[src/rtl/hazard3_ahb_defs.vh]
// Shared AHB-Lite encodings used across Hazard3 bus blocks.
// Included inside a package so every importer sees one definition.
`ifndef HAZARD3_AHB_DEFS_VH
`define HAZARD3_AHB_DEFS_VH

localparam logic [1:0] HTRANS_IDLE   = 2'b00;
localparam logic [1:0] HTRANS_NSEQ   = 2'b10;
localparam logic [2:0] HBURST_SINGLE = 3'b000;
localparam logic [3:0] HPROT_DATA    = 4'b0011;
localparam logic [3:0] HPROT_INSTR   = 4'b0010;

`endif

[src/rtl/hazard3_ahbl_arb_pkg.sv]
// Shared constants and helpers for the AHB-Lite arbiter.
// Bus encodings come from the common Hazard3 header.
package hazard3_ahbl_arb_pkg;

`include "hazard3_ahb_defs.vh"

   localparam int unsigned MAX_PORTS = 8;

   function automatic logic [2:0] onehot_to_idx(input logic [MAX_PORTS-1:0] oh);
      logic [2:0] idx;
      idx = '0;
      for (int unsigned i = 0; i < MAX_PORTS; i++) begin
         if (oh[i]) begin
            idx = idx | 3'(i);
         end
      end
      return idx;
   endfunction

endpackage

[src/rtl/hazard3_onehot_rr_select.sv]
// One-hot select of the first request at or above a pointer, wrapping to index 0.
// A pointer of zero degenerates to fixed lowest-index priority.
module hazard3_onehot_rr_select #(
   parameter int unsigned N_REQ = 2,
   parameter int unsigned W_PTR = 1
) (
   input  logic [N_REQ-1:0] i_req,
   input  logic [W_PTR-1:0] i_ptr,
   output logic [N_REQ-1:0] o_gnt
);

   logic [N_REQ-1:0] w_mask;
   logic [N_REQ-1:0] w_req_hi;
   logic [N_REQ-1:0] w_gnt_hi;
   logic [N_REQ-1:0] w_gnt_lo;

   always_comb begin
      w_mask = '0;
      for (int unsigned i = 0; i < N_REQ; i++) begin
         w_mask[i] = (i >= 32'(i_ptr));
      end
   end

   assign w_req_hi = i_req & w_mask;

   // Descending scan leaves the lowest set bit as the survivor.
   always_comb begin
      w_gnt_hi = '0;
      w_gnt_lo = '0;
      for (int i = int'(N_REQ) - 1; i >= 0; i--) begin
         if (w_req_hi[i]) begin
            w_gnt_hi    = '0;
            w_gnt_hi[i] = 1'b1;
         end
         if (i_req[i]) begin
            w_gnt_lo    = '0;
            w_gnt_lo[i] = 1'b1;
         end
      end
   end

   assign o_gnt = (|w_req_hi) ? w_gnt_hi : w_gnt_lo;

endmodule

[src/rtl/hazard3_ahbl_arb.sv]
// N-source AHB-Lite arbiter: panic-first, then rotating or fixed priority.
// Grant is frozen while an issued address phase is stalled by the slave.
module hazard3_ahbl_arb
   import hazard3_ahbl_arb_pkg::*;
#(
   parameter int unsigned N_PORTS     = 2,
   parameter int unsigned W_ADDR      = 32,
   parameter int unsigned W_DATA      = 32,
   parameter int unsigned ROUND_ROBIN = 1
) (
   input  logic                        clk,
   input  logic                        rst_n,

   input  logic [N_PORTS-1:0]          src_aph_req,
   input  logic [N_PORTS-1:0]          src_aph_panic,
   input  logic [N_PORTS-1:0]          src_aph_excl,
   input  logic [N_PORTS*W_ADDR-1:0]   src_haddr,
   input  logic [N_PORTS*3-1:0]        src_hsize,
   input  logic [N_PORTS-1:0]          src_hwrite,
   input  logic [N_PORTS*4-1:0]        src_hprot,
   input  logic [N_PORTS*W_DATA-1:0]   src_wdata,
   output logic [N_PORTS-1:0]          src_aph_ready,
   output logic [N_PORTS-1:0]          src_dph_ready,
   output logic [N_PORTS-1:0]          src_dph_err,
   output logic [N_PORTS-1:0]          src_dph_exokay,
   output logic [W_DATA-1:0]           src_rdata,

   output logic [W_ADDR-1:0]           ahblm_haddr,
   output logic                        ahblm_hwrite,
   output logic [1:0]                  ahblm_htrans,
   output logic [2:0]                  ahblm_hsize,
   output logic [2:0]                  ahblm_hburst,
   output logic [3:0]                  ahblm_hprot,
   output logic                        ahblm_hmastlock,
   output logic                        ahblm_hexcl,
   output logic [W_DATA-1:0]           ahblm_hwdata,
   input  logic                        ahblm_hready,
   input  logic                        ahblm_hresp,
   input  logic                        ahblm_hexokay,
   input  logic [W_DATA-1:0]           ahblm_hrdata
);

   localparam int unsigned W_PTR = $clog2(N_PORTS);

   logic                   r_hold_aph;
   logic [N_PORTS-1:0]     r_gnt_prev;
   logic [N_PORTS-1:0]     r_dph_owner;
   logic [W_PTR-1:0]       r_rr_ptr;

   logic [W_PTR-1:0]       w_sel_ptr;
   logic [N_PORTS-1:0]     w_gnt_panic;
   logic [N_PORTS-1:0]     w_gnt_req;
   logic [N_PORTS-1:0]     w_gnt;
   logic [MAX_PORTS-1:0]   w_gnt_ext;
   logic [2:0]             w_gnt_idx;
   logic [W_PTR-1:0]       w_ptr_nxt;

   assign w_sel_ptr = (ROUND_ROBIN != 0) ? r_rr_ptr : '0;

   hazard3_onehot_rr_select #(
      .N_REQ (N_PORTS),
      .W_PTR (W_PTR)
   ) u_sel_panic (
      .i_req (src_aph_panic),
      .i_ptr ('0),
      .o_gnt (w_gnt_panic)
   );

   hazard3_onehot_rr_select #(
      .N_REQ (N_PORTS),
      .W_PTR (W_PTR)
   ) u_sel_req (
      .i_req (src_aph_req),
      .i_ptr (w_sel_ptr),
      .o_gnt (w_gnt_req)
   );

   // A stalled address phase must not be withdrawn, even if the requester drops out.
   always_comb begin
      if (r_hold_aph) begin
         w_gnt = r_gnt_prev;
      end else if (|src_aph_panic) begin
         w_gnt = w_gnt_panic;
      end else begin
         w_gnt = w_gnt_req;
      end
   end

   always_comb begin
      w_gnt_ext = '0;
      w_gnt_ext[N_PORTS-1:0] = w_gnt;
   end

   assign w_gnt_idx = onehot_to_idx(w_gnt_ext);
   assign w_ptr_nxt = (32'(w_gnt_idx) == N_PORTS - 1) ? '0 : W_PTR'(32'(w_gnt_idx) + 1);

   always_ff @(posedge clk or negedge rst_n) begin
      if (!rst_n) begin
         r_hold_aph  <= 1'b0;
         r_gnt_prev  <= '0;
         r_dph_owner <= '0;
         r_rr_ptr    <= '0;
      end else begin
         r_hold_aph <= ahblm_htrans[1] && !ahblm_hready;
         r_gnt_prev <= w_gnt;
         if (ahblm_hready) begin
            r_dph_owner <= w_gnt;
         end
         if ((ROUND_ROBIN != 0) && ahblm_hready && (|w_gnt)) begin
            r_rr_ptr <= w_ptr_nxt;
         end
      end
   end

   // AND-OR muxes: grant and owner are one-hot or zero, so a zero select yields zero.
   always_comb begin
      ahblm_haddr  = '0;
      ahblm_hsize  = '0;
      ahblm_hwrite = 1'b0;
      ahblm_hprot  = '0;
      ahblm_hexcl  = 1'b0;
      ahblm_hwdata = '0;
      for (int unsigned k = 0; k < N_PORTS; k++) begin
         if (w_gnt[k]) begin
            ahblm_haddr  = ahblm_haddr  | src_haddr[k*W_ADDR +: W_ADDR];
            ahblm_hsize  = ahblm_hsize  | src_hsize[k*3 +: 3];
            ahblm_hwrite = ahblm_hwrite | src_hwrite[k];
            ahblm_hprot  = ahblm_hprot  | src_hprot[k*4 +: 4];
            ahblm_hexcl  = ahblm_hexcl  | src_aph_excl[k];
         end
         if (r_dph_owner[k]) begin
            ahblm_hwdata = ahblm_hwdata | src_wdata[k*W_DATA +: W_DATA];
         end
      end
   end

   assign ahblm_htrans    = (|w_gnt) ? HTRANS_NSEQ : HTRANS_IDLE;
   assign ahblm_hburst    = HBURST_SINGLE;
   assign ahblm_hmastlock = 1'b0;

   assign src_aph_ready  = {N_PORTS{ahblm_hready}} & w_gnt;
   assign src_dph_ready  = {N_PORTS{ahblm_hready}} & r_dph_owner;
   assign src_dph_err    = {N_PORTS{ahblm_hresp}} & r_dph_owner;
   assign src_dph_exokay = {N_PORTS{ahblm_hexokay}} & r_dph_owner;
   assign src_rdata      = ahblm_hrdata;

endmodule

[config.mk]
export PLATFORM = sky130hd
export DESIGN_NAME = hazard3_ahbl_arb
export DESIGN_NICKNAME = d
export VERILOG_FILES = /design/src/rtl/hazard3_ahbl_arb_pkg.sv /design/src/rtl/hazard3_onehot_rr_select.sv /design/src/rtl/hazard3_ahbl_arb.sv
export VERILOG_INCLUDE_DIRS = /design/src /design/src/rtl
export SDC_FILE = /design/constraint.sdc
export NUM_CORES = 1
export LEC_CHECK = 0
export BUFFER_PORTS_ARGS = -buffer_cell sky130_fd_sc_hd__buf_2
export CELL_PAD_IN_SITES_DETAIL_PLACEMENT = 0
export CELL_PAD_IN_SITES_GLOBAL_PLACEMENT = 2
export CORE_MARGIN = 5
export CORE_UTILIZATION = 10
export CTS_CLUSTER_DIAMETER = 200
export DETAILED_ROUTE_END_ITERATION = 8
export GPL_ROUTABILITY_DRIVEN = 0
export PLACE_DENSITY = 0.95
export RECOVER_POWER = 50
export SETUP_SLACK_MARGIN = 0.3
export SKIP_CTS_REPAIR_TIMING = 1
export SLEW_MARGIN = 20
export SYNTH_ARGS = -nofsm -noshare
export SYNTH_HDL_FRONTEND = slang
export SYNTH_SLANG_ARGS = --single-unit
[constraint.sdc]
create_clock -name clk -period 2.4 [get_ports clk]
set_input_delay 0.6 -clock clk [delete_from_list [all_inputs] [get_ports clk]]
set_output_delay 0.6 -clock clk [all_outputs]
set_load 0.005 [all_outputs]
==> impl_metrics.env <==
export IMPL_status="finished clean"
export IMPL_avgViaCountPerCell=3.980
export IMPL_nNetsFinal=558
export IMPL_critPathMaxFanout=7
export IMPL_startpoint_type="primary input"
export IMPL_antenna_found_initial=0
export IMPL_final_util_pct=22.26
export IMPL_period_needed_ns=2.377
export IMPL_initial_core_util_pct=10.15
export IMPL_grt_overflow_total=0
export IMPL_ir_worst_vdd_mv=0.1787
export IMPL_cp_arrival_ns=1.78
export IMPL_grt_pass1_wl_um=10930
export IMPL_coreArea_mm2=0.01319
export IMPL_die_h_um=125.7
export IMPL_htree_levels=1
export IMPL_skew_ns=0.001040
export IMPL_syn_area_mm2=0.001339
export IMPL_hold_class="in2async"
export IMPL_first_pass_iters=6
export IMPL_cts_tree="yes"
export IMPL_max_cap_violations=0
export IMPL_cp_end_kind="primary output"
export IMPL_finalPower_mw=1.458
export IMPL_min_period_over_period_pct=99.05
export IMPL_setup_viol=0
export IMPL_n_antenna_cell=0
export IMPL_clock_tree_root_cell="clkbuf_16"
export IMPL_row_count=42
export IMPL_wirelength_um=9329
export IMPL_yosysUniqueCellTypes=22
export IMPL_fmax_mhz=420.7
export IMPL_clockBufferDepth=2
export IMPL_first_global_vias=2173
export IMPL_final_common_cell="buf_2"
export IMPL_avgSynthCellArea_um2=8.420
export IMPL_route_detailed_drc=0
export IMPL_grt_use_total_pct=8.489
export IMPL_final_cell_mix="buf_2 (226), a22o_1 (71), buf_6 (13)"
export IMPL_io_pins=306
export IMPL_whs_ns=0.2526
export IMPL_avgRoutedWirePerCell_um=17.12
export IMPL_p_per_area_mw_per_mm2=496.5
export IMPL_required_ns=1.80
export IMPL_slew_viol_final=0
export IMPL_ys_ff_latch=6
export IMPL_synthCells=159
export IMPL_drive_gt1_share_pct=73.71
export IMPL_critPathKind="in2out"
export IMPL_die_area_mm2=0.01580
export IMPL_finalHoldViolations=0
export IMPL_insertion_delay_ns=0.22
export IMPL_yosysSeqAreaShare_pct=11.21
export IMPL_area_delta_synth_final_pct=119.3
export IMPL_initialDrtViolationCount=32
export IMPL_hpwl_um=6704
export IMPL_die_w_um=125.7
export IMPL_numCtsBuffers=3
export IMPL_clk_pin_slew_ns=0.03
export IMPL_power_leakage_nw=1.640
export IMPL_grt_start_max_net_pins=48
export IMPL_yosysWarnings=0
export IMPL_vias=2169
export IMPL_ant_nets=0
export IMPL_io_buffers=236
export IMPL_clock_sinks=6
export IMPL_rsz0062_at_grt="yes"
-- final timing paths --
check,start,endpoint,slack [ns],cells after the start
setup / recovery,src_aph_req[0],ahblm_haddr[13],0.02,7
hold / removal,rst_n,r_gnt_prev[0],0.25,1
setup reg to reg,r_rr_ptr,r_dph_owner[1],0.90,6
hold reg to reg,r_rr_ptr,r_rr_ptr,0.73,2
max in group asynchronous,rst_n,r_dph_owner[1],1.90,1
min in group clk,r_rr_ptr,r_rr_ptr,0.73,2
-- state kept, by name, summed over array words and instances (netlist names) --
signal       flops
r_gnt_prev       2
r_hold_aph       1
r_dph_owner      2
r_rr_ptr         1
-- stage by stage --
step,setup TNS (ns),instances,area [µm²],setup WS [ns]
floorplan,0,163,1354,0.3036
global placement,-0.006020,528,2481,-0.006020
detailed placement,-0.1750,528,2481,-0.04297
CTS,-0.2081,531,2556,-0.04767
global route,-0.05615,545,2937,-0.007977
finish,0,545,2937,0.02288
-- cells by family (layout without fill, tap and decap cells) --
logic type / count (synthesis) / count (layout) / share of synthesized area, %
mux: 1 / 1 / 0.8411
other cells: 1 / 5 / 0.2801
buf+inv: 58 / 264 / 29.53
flops: 6 / 6 / 11.21
simple gates: 12 / 12 / 5.047
compound gates: 81 / 81 / 53.08
-- metal layers --
metal	share of wire, %	GRT usage, %
met4	2.0	1.148
met5	0	0
met3	12	3.641
met2	55	17.59
met1	31	7.667
-- cell type report --
type                            count  area [µm²]
Multi-Input combinational cell     99       872.1
Tap cell                          176       220.2
Sequential cell                     6       150.1
Inverter                            4       15.01
Fill cell                        1449       10250
Clock buffer                        3       75.07
Timing Repair Buffer              257        1604
-- worst max-delay path, cell delays in order --
cell	delay (ns)
buf_8	0.10
a311oi_4	0.35
a21oi_4	0.06
buf_12	0.16
clkbuf_16	0.16
a22o_1	0.22
buf_2	0.13
-- synthesized netlist by cell type --
master / count / area [µm²]
a21oi_1: 1 / 5.000
a21oi_2: 1 / 8.760
a22o_1: 73 / 639.4
a2bb2oi_1: 1 / 8.760
a311oi_2: 1 / 15.01
and2_1: 7 / 43.79
buf_2: 4 / 20.02
buf_4: 38 / 285.3
buf_6: 4 / 45.04
clkbuf_1: 8 / 30.03
conb_1: 1 / 3.750
dfrtp_1: 6 / 150.1
inv_1: 4 / 15.01
mux2_2: 1 / 11.26
nand2_1: 2 / 7.510
nand2b_1: 1 / 6.260
nor2_1: 1 / 3.750
o21ai_0: 1 / 5.000
o21ba_2: 1 / 10.01
o22ai_1: 1 / 6.260
o31ai_2: 1 / 12.51
or2_2: 1 / 6.260
-- report_power, final --
part | total [mW] | switching, mW | internal (mW) | leakage (nW)
Sequential | 0.142 | 0.0231 | 0.119 | 0.0710
Combinational | 1.05 | 0.448 | 0.607 | 1.53
Clock | 0.261 | 0.0482 | 0.213 | 0.0370
Total | 1.46 | 0.519 | 0.939 | 1.64
Note: power is estimated with default switching activity, not from simulation.
